<file path="src/rtl/bs_4_mux41.sv">
// bs_4_mux41: registered 4-to-1 bus multiplexer for the bit-select/shifter datapath.
// The select code {s1,s0} picks one of A0..A3, and that word is registered onto data.
// The register updates on every rising clk edge. rst_n is a synchronous, active-low reset.
// Optional feature macro: BS_MUX_PARITY_EN adds data_par. data_par is the even parity of data,
// and it is registered on the same edge as data.
module bs_4_mux41 #(
    parameter int WIDTH = 4
) (
    input  logic             clk,
    input  logic             rst_n,
    output logic [WIDTH-1:0] data,
`ifdef BS_MUX_PARITY_EN
    output logic             data_par,
`endif
    input  logic             s0,
    input  logic             s1,
    input  logic [WIDTH-1:0] A0,
    input  logic [WIDTH-1:0] A1,
    input  logic [WIDTH-1:0] A2,
    input  logic [WIDTH-1:0] A3
);

    logic [WIDTH-1:0] next_data_s;
    logic [WIDTH-1:0] data_r;

`ifdef BS_MUX_PARITY_EN
    logic data_par_r;

    // Even parity: 1 when the word holds an odd number of ones, so word plus parity is even.
    function automatic logic even_parity(input logic [WIDTH-1:0] word);
        return ^word;
    endfunction
`endif

    // Decode the select code into the word to register at the next edge.
    always_comb begin
        next_data_s = A0;
        case ({s1, s0})
            2'b00:   next_data_s = A0;
            2'b01:   next_data_s = A1;
            2'b10:   next_data_s = A2;
            2'b11:   next_data_s = A3;
            default: next_data_s = A0;
        endcase
    end

    // Output register: reset clears it; otherwise it loads the selected word every cycle.
    always_ff @(posedge clk) begin
        if (!rst_n) begin
            data_r <= {WIDTH{1'b0}};
        end else begin
            data_r <= next_data_s;
        end
    end

`ifdef BS_MUX_PARITY_EN
    // Parity register: it is computed from the next data value, so it always matches data.
    always_ff @(posedge clk) begin
        if (!rst_n) begin
            data_par_r <= 1'b0;
        end else begin
            data_par_r <= even_parity(next_data_s);
        end
    end

    assign data_par = data_par_r;
`endif

    assign data = data_r;

endmodule

</file>
<file path="config.mk">
export PLATFORM = sky130hd
export DESIGN_NAME = bs_4_mux41
export DESIGN_NICKNAME = d
export VERILOG_FILES = /design/src/rtl/bs_4_mux41.sv
export SDC_FILE = /design/constraint.sdc
export NUM_CORES = 1
export LEC_CHECK = 0
export ABC_AREA = 1
export CAP_MARGIN = 20
export CORE_AREA = 5 5 42 44
export DETAILED_ROUTE_END_ITERATION = 8
export DIE_AREA = 0 0 47 49
export GPL_ROUTABILITY_DRIVEN = 0
export PLACE_DENSITY_LB_ADDON = 0.3
export REMOVE_ABC_BUFFERS = 1
export SETUP_SLACK_MARGIN = 0.05
export SYNTH_ARGS = -nofsm -noshare
export SYNTH_HDL_FRONTEND = slang
export SYNTH_SLANG_ARGS = --single-unit
</file>
<file path="constraint.sdc">
create_clock -name clk -period 1.9 [get_ports clk]
set_input_delay 0.19 -clock clk [delete_from_list [all_inputs] [get_ports clk]]
set_output_delay 0.19 -clock clk [all_outputs]
set_load 0.02 [all_outputs]
</file>
Word-level counts from Yosys, hierarchy flattened
Index checks and enable logic that the tools add are counted.
- register bits after elaboration: 4
- input port bits: 20
- mux-type cells: 1
- reduce and logical (&&, ||, !) cells: 1
- eq/ne operators: 3
- operators with widths (cell ; count):
    one-hot mux 4 bit (4 select lines) ; 1
    equality test 2 bit, second input constant ; 2
    equality test 2 x 1 -> 1 bit, second input constant ; 1
    logical NOT 2 bit ; 1

Longest topological paths before layout
Gate-level depths: netlist (run 1).
- word-level depth: 2
- gate-level depth with buffers: 6
- gate-level depth less buffers: 5

Worst setup path after synthesis (run 1)
Ideal clock, no wire load.
- kind: input -> register
- from: in s0
- to: reg data_r[0] (netlist: data[0])
- arrival time: 678 ps
- data required time: 1783 ps
- buffers on the path: 1
- stages: 5
- setup slack: 1105 ps
- cells stage by stage: buf_2 inv_2 nand2_4 o21ai_0 nor2_1
- cells in the longest elaborated chain, start to end: 2
- elaborated cells on any way between the ends: 5
- classes of those cells: 3 x eq/ne; 1 x mux; 1 x reduce/logical
- RTL lines (element ; line ; text):
    from (decl) ; 15 ; input logic s0,
    equality test 2 bit (tied with other cells) ; 38 ; case ({s1, s0})
    one-hot mux 4 bit (4 select lines) * ; 38 ;
    to (signal assigned) ; 50 ; data_r <= {WIDTH{1'b0}};
    to (signal assigned) ; 52 ; data_r <= next_data_s;
    to (decl) ; 24 ; logic [WIDTH-1:0] data_r;
Every way passes the cells marked *; elsewhere a longest branch is shown, timed or not.
A chain may end at the register's enable or synchronous reset.

Worst setup path in the final report (run 1)
- from: reg data_r[0] (netlist: data[0])
- to: out data[0]
- RTL lines (element ; line ; text):
    to (decl) ; 11 ; output logic [WIDTH-1:0] data,
No word-level cell between the ends.

==> impl_metrics.json, run 1 <==
{
  "synth_area_sq_um": 245,
  "cts_max_level": 1,
  "ir_worst_vdd_mv": 0.156,
  "cts.sinks": 4,
  "cp-start-kind": "flop",
  "grt_pass1_vias": 314,
  "syn_avg_cell_area_sq_um": 5.98,
  "initial_core_util_pct": 17.5,
  "num_antenna_cells": 0,
  "hold_violations": 0,
  "ioPinCount": 24,
  "nNetsFinal": 88,
  "p_leak_uw": 0.000231,
  "drt_iter0_markers": 2,
  "post-route-period-util_pct": 69.2,
  "portBuffers": 23,
  "num_rows": 14,
  "root_buffer": "clkbuf_4",
  "setup_viol": 0,
  "max_freq_mhz": 761,
  "num_vias": 346,
  "routedWlPerCell_um": 9.28,
  "area_growth_syn_to_layout_pct": 109,
  "relSlewSlack_pct": 82.8,
  "grt.overflow.total": 0,
  "drc_errors": 0,
  "syn_inst": 41,
  "yosys_warnings": 0,
  "die_width_um": 47,
  "use_met2_pct": 8.82,
  "crit_path_end_kind": "output port",
  "worstHoldPathType": "in -> reg",
  "post-cts-setup-buffers": 0,
  "placed_area_sq_um": 490,
  "cp_slowest_cell": "clkdlybuf4s50_1",
  "routed_wl_um": 761,
  "clockBufferDepth": 2,
  "cts_resized": 0,
  "setup_tns_ns": 0,
  "firstDrtPassIters": 2,
  "via_per_inst": 4.22,
  "fillers": 173,
  "crit_path_max_incr_delay_ns": 0.59,
  "drive_above_1_share_pct": 9.09,
  "grt_pass1_wl_um": 1190,
  "final_util_pct": 36.6,
  "grt_start_max_net_pins": 9,
  "holdBufCountCts": 0,
  "synth.ff_latch_count": 4,
  "die_area_sq_um": 2300,
  "fin_crit_ns": 1.31,
  "largest_reg_flops": 4,
  "path_cells": "clkdlybuf4s50_1",
  "yosysSeqAreaShare_pct": 32.7,
  "clkTransAtPathRegs_ns": 0.04,
  "cts_made_buffers": 3,
  "design_area_sq_um": 513,
  "slew_viol_final": 0,
  "powerDensity_nw_per_um2": 565,
  "grt_use_total_pct": 7.18,
  "worst-path-max-fanout": 1,
  "core-area_sq_um": 1400,
  "hpwl_um": 643,
  "busiest_layer": "met2",
  "globalRouteMet1Util_pct": 8.79,
  "grt_use_met3_pct": 4.06,
  "status": "finished clean",
  "die_h_um": 49,
  "cap_viol_max_count": 0,
  "worst_ep_required_time_ns": 1.71,
  "crit_arrival_ns": 1.12,
  "path_buf_inv": 1,
  "cts_tree": "built",
  "synthDistinctLibCells": 9,
  "crit_type": "reg -> out",
  "worst_slew_pin_slew_ns": 0.257,
  "whs_ns": 0.597,
  "cpLargestDelayFamily": "buffers and inverters",
  "rsz0062_at_grt": "no",
  "ant_nets": 0,
  "antenna_found_initial": 0
}
[final cells by class]
type,count,area (sq um),share of cell area [%]
inverter,4,15.0,2.93
timing repair buffer,23,230,44.9
sequential,4,80.1,15.6
multi-input combinational,32,145,28.3
tap,16,20.0,3.90
clock buffer,3,22.5,4.39
[final timing paths]
kind                                from                 end  slack (ns)  cells past startpoint
worst max-delay path  data[0]$_SDFF_PN0_             data[0]        0.59                      1
worst min-delay path               rst_n  data[1]$_SDFF_PN0_        0.60                      3
[through the flow]
stage / instances / power (uW) / worst slack, ns
after floorplan: 40 / 127 / 1.26
after global placement: 79 / 186 / 0.560
after detailed placement: 79 / 187 / 0.549
after CTS: 82 / 297 / 0.569
after global routing: 82 / 313 / 0.539
final: 82 / 290 / 0.585
[where the power goes]
group          total, uW  leakage, uW  internal (uW)  switching (uW)
registers           92.6    0.0000333           91.2            1.37
logic               92.8     0.000184           55.8            37.0
clock network        105    0.0000138           70.6            34.0
total                290     0.000231            218            72.4
[metal layers]
| layer | share of wire [%] | up-vias |
|---|---|---|
| met1 | 40 | 143 |
| met4 | 0 | 0 |
| met3 | 15 | 0 |
| met5 | 0 | - |
| met2 | 45 | 18 |
| li1 | - | 185 |
[synth_stat cells]
master   number  area [sq um]
nand3_1      10          50.1
nor2_1       10          37.5
nand2_1       7          26.3
dfxtp_1       4          80.1
o21ai_0       4          20.0
inv_1         2          7.51
inv_2         2          7.51
buf_2         1          5.00
nand2_4       1          11.3
[cells by family (layout without fill, tap and decap cells)]
logic type             count (synthesis)  count (layout)  synth area share [%]
DFF                                    4               4                  32.7
buffers and inverters                  5              30                  8.16
AOI/OAI and AO/OA                      4               4                  8.16
and+or+nand+nor                       28              28                  51.0
[placed cells by master (no fill, tap or decap)]
cell,netlist,final
clkbuf_4,0,3
clkdlybuf4s50_1,0,23
dfxtp_1,4,4
inv_1,2,2
inv_2,2,2
nand2_1,7,7
nand2_4,1,1
nand3_1,10,10
nor2_1,10,10
o21ai_0,4,4
No activity file was read; power rests on OpenSTA's default activity.
==> run 2, diff against run 1 <==
Clock period 1.9 ns to 1.19 ns, I/O delays scaled along.
==> run 2 against run 1 <==
Against the previous run: worst setup slack lost 0.36 ns; largest cell class unchanged; largest power group unchanged; hold slack lost 0.070 ns; clock-buffer cell count unchanged; wire length decreased by 1.8%; first-iteration DRC count rose to 4.0 times the previous value.
==> impl_metrics.json, run 2 (synthesized netlist as in run 1, its figures left out) <==
{
  "setup_viol": 0,
  "max_freq_mhz": 1030,
  "initial_core_util_pct": 17.5,
  "crit_path_max_incr_delay_ns": 0.32,
  "num_vias": 344,
  "powerDensity_nw_per_um2": 873,
  "cpLargestDelayFamily": "buffers and inverters",
  "worst_slew_pin_slew_ns": 0.208,
  "grt_start_max_net_pins": 9,
  "largest_reg_flops": 4,
  "grt_pass1_wl_um": 1190,
  "root_buffer": "clkbuf_4",
  "die_h_um": 49,
  "grt_pass1_vias": 308,
  "clockBufferDepth": 2,
  "worst_ep_required_time_ns": 1.07,
  "via_per_inst": 4.10,
  "cts_made_buffers": 3,
  "relSlewSlack_pct": 86.2,
  "hpwl_um": 677,
  "ir_worst_vdd_mv": 0.234,
  "firstDrtPassIters": 2,
  "hold_violations": 0,
  "routed_wl_um": 747,
  "worst-path-max-fanout": 1,
  "p_leak_uw": 0.000254,
  "cts_tree": "built",
  "drive_above_1_share_pct": 11.8,
  "layout_commonest_cell": "clkdlybuf4s50_1",
  "die_area_sq_um": 2300,
  "drt_iter0_markers": 8,
  "path_buf_inv": 1,
  "antenna_found_initial": 0,
  "slew_viol_final": 0,
  "cap_viol_max_count": 0,
  "num_antenna_cells": 0,
  "portBuffers": 23,
  "whs_ns": 0.526,
  "ant_nets": 0,
  "crit_arrival_ns": 0.85,
  "status": "finished clean",
  "setup_tns_ns": 0,
  "die_width_um": 47,
  "area_growth_syn_to_layout_pct": 113,
  "post-route-period-util_pct": 81.3,
  "grt_use_total_pct": 7.11,
  "cts.sinks": 4,
  "cts_max_level": 1,
  "fin_crit_ns": 0.968,
  "num_rows": 14,
  "drc_errors": 0,
  "crit_path_end_kind": "output port",
  "crit_type": "reg -> out",
  "worstHoldPathType": "in -> reg",
  "path_cells": "dlygate4sd2_1",
  "ioPinCount": 24,
  "final_cell_mix": "clkdlybuf4s50_1 (19), nor2_1 (10), nand3_1 (10)",
  "cp_slowest_cell": "dlygate4sd2_1",
  "clkTransAtPathRegs_ns": 0.04,
  "rsz0062_at_grt": "no",
  "grt.overflow.total": 0,
  "routedWlPerCell_um": 8.89,
  "core-area_sq_um": 1400,
  "nNetsFinal": 90,
  "final_util_pct": 37.3,
  "cp-start-kind": "flop"
}
[run 2: metal layers]
| metal | share of wire (%) | track usage [%] | wire length (um) |
|---|---|---|---|
| met1 | 36 | 7.46 | 270 |
| met2 | 49 | 10.2 | 363 |
| met3 | 15 | 3.69 | 114 |
| met4 | 0 | 5.53 | 0 |
| met5 | 0 | 0 | 0 |
[run 2: cell type report]
class | count | area (sq um)
fillers | 173 | 878
repair buffers | 25 | 240
multi-input cells | 32 | 145
flip-flops and latches | 4 | 80.1
clock buffers | 3 | 22.5
well taps | 16 | 20.0
inverters | 4 | 15.0
[run 2: metrics by stage]
step                      power, uW  worst slack [ns]  instance area [sq um]  cells
after CTS                       468             0.207                    523     84
after global placement          303            0.0812                    505     81
after detailed placement        304            0.0691                    505     81
final                           457             0.222                    523     84
after floorplan                 203             0.626                    240     40
after global routing            496             0.166                    523     84
[run 2: report_power, final]
part,leakage [uW],total (uW),internal (uW),switching (uW)
sequential,0.0000333,147,146,1.78
combinational,0.000207,145,85.8,59.1
clock,0.0000138,164,113,51.6
[run 2: what timing repair did]
item	4_1_cts	5_1_grt
gates resized for setup	4	0
hold buffers	0	0
setup endpoints to repair	4	0
setup buffers	0	0
[run 2: final timing paths]
check	from	end	slack (ns)	cells past startpoint
hold / removal	A0[0]	data[0]$_SDFF_PN0_	0.53	3
setup / recovery	data[0]$_SDFF_PN0_	data[0]	0.22	1
==> run 3, diff against run 2 <==
Clock period 1.19 ns to 0.92 ns, I/O delays scaled along.
==> run 3 against run 2 <==
Against the previous run: die area stayed put; hold slack worse by 0.17 ns; design area decreased by 0.48%; global-route usage is the same; clock power up 29%; combinational power rose by 29%; final cell count unchanged; worst setup slack lost 0.073 ns; first-iteration DRC count is 50% higher; sequential share of layout area grew 0.074 points; sequential cell count is the same; largest cell class unchanged.
==> impl_metrics.json, run 3 (synthesized netlist as in run 1, its figures left out) <==
{
  "root_buffer": "clkbuf_4",
  "routedWlPerCell_um": 9.11,
  "path_cells": "buf_2",
  "post-cts-setup-buffers": 0,
  "min_from": "s1",
  "cap_viol_max_count": 0,
  "die_width_um": 47,
  "cpLargestDelayFamily": "flip-flops",
  "nNetsFinal": 90,
  "crit_start": "data[0]$_SDFF_PN0_",
  "hold_violations": 0,
  "ant_nets": 0,
  "setup_viol": 0,
  "portBuffers": 23,
  "area_growth_syn_to_layout_pct": 112,
  "num_vias": 344,
  "powerDensity_nw_per_um2": 1130,
  "worst_ep_required_time_ns": 0.83,
  "max_freq_mhz": 1300,
  "grt_pass1_wl_um": 1190,
  "rsz0062_at_grt": "no",
  "hpwl_um": 677,
  "slew_viol_final": 0,
  "relSlewSlack_pct": 89.9,
  "antenna_found_initial": 0,
  "fillers": 168,
  "cts.sinks": 4,
  "via_per_inst": 4.10,
  "post-route-period-util_pct": 83.8,
  "layout_commonest_cell": "clkdlybuf4s50_1",
  "globalRouteMet1Util_pct": 7.46,
  "grt.overflow.total": 0,
  "clkTransAtPathRegs_ns": 0.04,
  "clockBufferDepth": 2,
  "num_antenna_cells": 0,
  "num_rows": 14,
  "p_leak_uw": 0.000267,
  "worstHoldPathType": "in -> reg",
  "fin_crit_ns": 0.771,
  "grt_pass1_vias": 308,
  "drc_errors": 0,
  "drive_above_1_share_pct": 17.6,
  "cts_tree": "built",
  "core-area_sq_um": 1400,
  "final_util_pct": 37.1,
  "path_buf_inv": 1,
  "grt_use_met3_pct": 3.69,
  "drt_iter0_markers": 12,
  "cp_slowest_cell": "dfxtp_1",
  "ir_worst_vdd_mv": 0.307,
  "worst_slew_pin_slew_ns": 0.151,
  "use_met2_pct": 10.2,
  "power_uw": 590,
  "initial_core_util_pct": 17.5,
  "setup_tns_ns": 0,
  "routed_wl_um": 765,
  "crit_arrival_ns": 0.68,
  "largest_reg_flops": 4,
  "die_h_um": 49,
  "cts_max_level": 1,
  "crit_type": "reg -> out",
  "die_area_sq_um": 2300,
  "busiest_layer": "met2",
  "cts_made_buffers": 3,
  "grt_use_total_pct": 7.11,
  "grt_start_max_net_pins": 9,
  "crit_path_max_incr_delay_ns": 0.30,
  "crit_path_end_kind": "output port",
  "firstDrtPassIters": 2,
  "ioPinCount": 24,
  "final_cell_mix": "clkdlybuf4s50_1 (17), nor2_1 (10), nand3_1 (10)",
  "status": "finished clean",
  "worst-path-max-fanout": 1,
  "cp-start-kind": "flop"
}
-- run 3: changes by cell type in the layout (fill, tap and decap cells not counted), sizes merged --
| cell | change |
|---|---|
| buf | +4 |
| clkdlybuf4s50 | -2 |
| dlygate4sd2 | -4 |
| dlymetal6s2s | +2 |
-- run 3: final timing paths --
| check | end | depth (start not counted) |
|---|---|---|
| setup / recovery | data[0] | 1 |
| hold / removal | data[3]$_SDFF_PN0_ | 6 |
-- run 3: layout make-up --
class	count	area, sq um	share of cell area [%]
well taps	16	20.0	3.85
clock buffers	3	22.5	4.33
flip-flops and latches	4	80.1	15.4
repair buffers	25	238	45.7
inverters	4	15.0	2.88
multi-input cells	32	145	27.9
-- run 3: stage by stage --
stage | hold slack (ns) | setup slack, ns | instances | cell area, sq um
floorplan | 0.234 | 0.383 | 40 | 240
global placement | 0.736 | -0.162 | 81 | 505
detailed placement | 0.744 | -0.174 | 81 | 505
CTS | 0.495 | 0.0746 | 84 | 508
global route | 0.393 | 0.0963 | 84 | 520
finish | 0.358 | 0.149 | 84 | 520
-- run 3: per-layer routing --
metal	vias up	share of wire, %
met5	-	0
li1	186	-
met4	0	0
met2	18	48
met1	140	38
met3	0	14
-- run 3: what timing repair did --
item,4_1_cts,5_1_grt
endpoints found under the hold margin,0,0
endpoints found under the setup margin,4,4
pin swaps,0,1
hold buffers,0,0
gates cloned,0,0
resized for setup,16,5
-- run 3: where the power goes --
| group | total (uW) | leakage, uW | switching (uW) | internal, uW |
|---|---|---|---|---|
| logic | 187 | 0.000220 | 78.1 | 109 |
| registers | 191 | 0.0000333 | 2.43 | 188 |
| clock network | 212 | 0.0000138 | 66.8 | 146 |
==> RTL change, RTL diff (config.mk and constraints of run 3) <==
Register the input `A1` before use, without a reset. The logic sees it one clock later. The other inputs are not delayed to match.
--- a/src/rtl/bs_4_mux41.sv
+++ b/src/rtl/bs_4_mux41.sv
@@ -20,6 +20,12 @@
     input  logic [WIDTH-1:0] A3
 );
 
+    logic [WIDTH-1:0] A1_q;
+
+    always_ff @(posedge clk) begin
+        A1_q <= A1;
+    end
+
     logic [WIDTH-1:0] next_data_s;
     logic [WIDTH-1:0] data_r;
 
@@ -37,7 +43,7 @@
         next_data_s = A0;
         case ({s1, s0})
             2'b00:   next_data_s = A0;
-            2'b01:   next_data_s = A1;
+            2'b01:   next_data_s = A1_q;
             2'b10:   next_data_s = A2;
             2'b11:   next_data_s = A3;
             default: next_data_s = A0;
Check against the original RTL: not equivalent (Yosys sat finds a counterexample within 4 cycles, from zero or initial values and one cycle with rst_n low).
==> RTL change against run 3 <==
  * Maximum frequency shrank 3.0%
  * Area after synthesis rose by 33%
  * Sequential power rose by 96%
  * Wire length grew 14%
  * Design area increased by 16%
  * Worst setup slack worse by 23 ps
  * Sequential cell count up 4
  * Power grew 40%
==> RTL change: results (changes against run 3) <==
- Outcome: completed
- Final net count: 94 (+4.4%)
- Slowest stage delay, CP: 300 ps (about the same)
- Vias per cell: 4.19 (+2.4%)
- Peak supply drop: 624 uV (+100%)
- Vias in the first global route: 372 (+21%)
- DR iter-0 viols: 3 (-9)
- Dpl hpwl: 675 um (-0.41%)
- First-pass DRT Iterations: 4 (+2)
- Leakage: 0.301 nW (+13%)
- Cells after Synth: 45 (+9.8%)
- Most frequent cells after synthesis: nand3_1, nor2_1, dfxtp_1, nand2_1, o21ai_0
- Placed Area: 586 um2 (+16%)
- Placed Cells: 85 (+4.9%)
- Worst Max-Slew Pin Slew: 136 ps (-14.3 ps)
- Total track usage: 8.27% (+1.2 points)
- Layout cells sized above 1: 18.1% (+0.41 points)
- Sequential-to-total area share from yosys stat: 49.2% (+17 points)
- DR WL/cell: 9.89 um (+8.6%)
- WL final: 870 um (+14%)
- Arr. time, crit path: 700 ps (+20 ps)
- Number of fill cells in the layout: 163 (-3.0%)
- Synth area leaders: dfxtp_1, nand3_1, nor2_1
- First-pass GRT wire length: 1360 um (+14%)
- Post-synth ARST share: 0% (unchanged)
[RTL change: cell types whose count changed after synthesis, sizes merged]
cell	delta
dfxtp	+4
[RTL change: metrics by stage]
stage	hold slack (ps)	worst slack, ps
finish	282	125
global placement	542	-164
detailed placement	543	-172
global route	276	84.4
CTS	273	98.5
floorplan	120	309
[RTL change: repair_timing]
action                     in CTS  in global routing
cloned                          0                  0
setup endpoints to repair       4                  4
hold buffers                    0                  0
gates resized for setup        16                  5
pin swaps                       0                  1
[RTL change: cell type report]
cell class	instances	area, um2	share of cell area (%)
repair buffers	25	238	39.4
well taps	16	20.0	3.32
flip-flops and latches	8	160	26.6
clock buffers	3	22.5	3.73
multi-input cells	32	148	24.5
inverters	4	15.0	2.49
[RTL change: final timing paths]
check                            end                from  slack, ps  depth (start not counted)
setup / recovery             data[3]  data[3]$_SDFF_PN0_        130                          1
hold / removal       A1_q[1]$_DFF_P_               A1[1]        280                          1
setup reg to reg  data[2]$_SDFF_PN0_     A1_q[2]$_DFF_P_        250                          4
hold reg to reg   data[1]$_SDFF_PN0_     A1_q[1]$_DFF_P_        550                          4
[RTL change: cells by family (layout without fill, tap and decap cells)]
logic type             Yosys count  after routing  share of synthesized area, %
buffers and inverters            5             32                          6.15
DFF                              8              8                          49.2
AOI/OAI and AO/OA                4              4                          6.15
and+or+nand+nor                 28             28                          38.5
[RTL change: layer usage]
metal	part of all wire [%]	track usage, %	wire length [um]	vias up
met4	1.0	6.91	9	0
met1	39	9.56	337	150
met5	0	0	0	-
li1	-	-	-	200
met3	14	2.95	123	2
met2	46	11.5	399	17
[RTL change: power by group]
group / switching (mW) / total [mW] / internal [mW]
sequential: 0.00456 / 0.375 / 0.370
combinational: 0.0789 / 0.189 / 0.110
clock: 0.116 / 0.265 / 0.149
total: 0.200 / 0.829 / 0.629
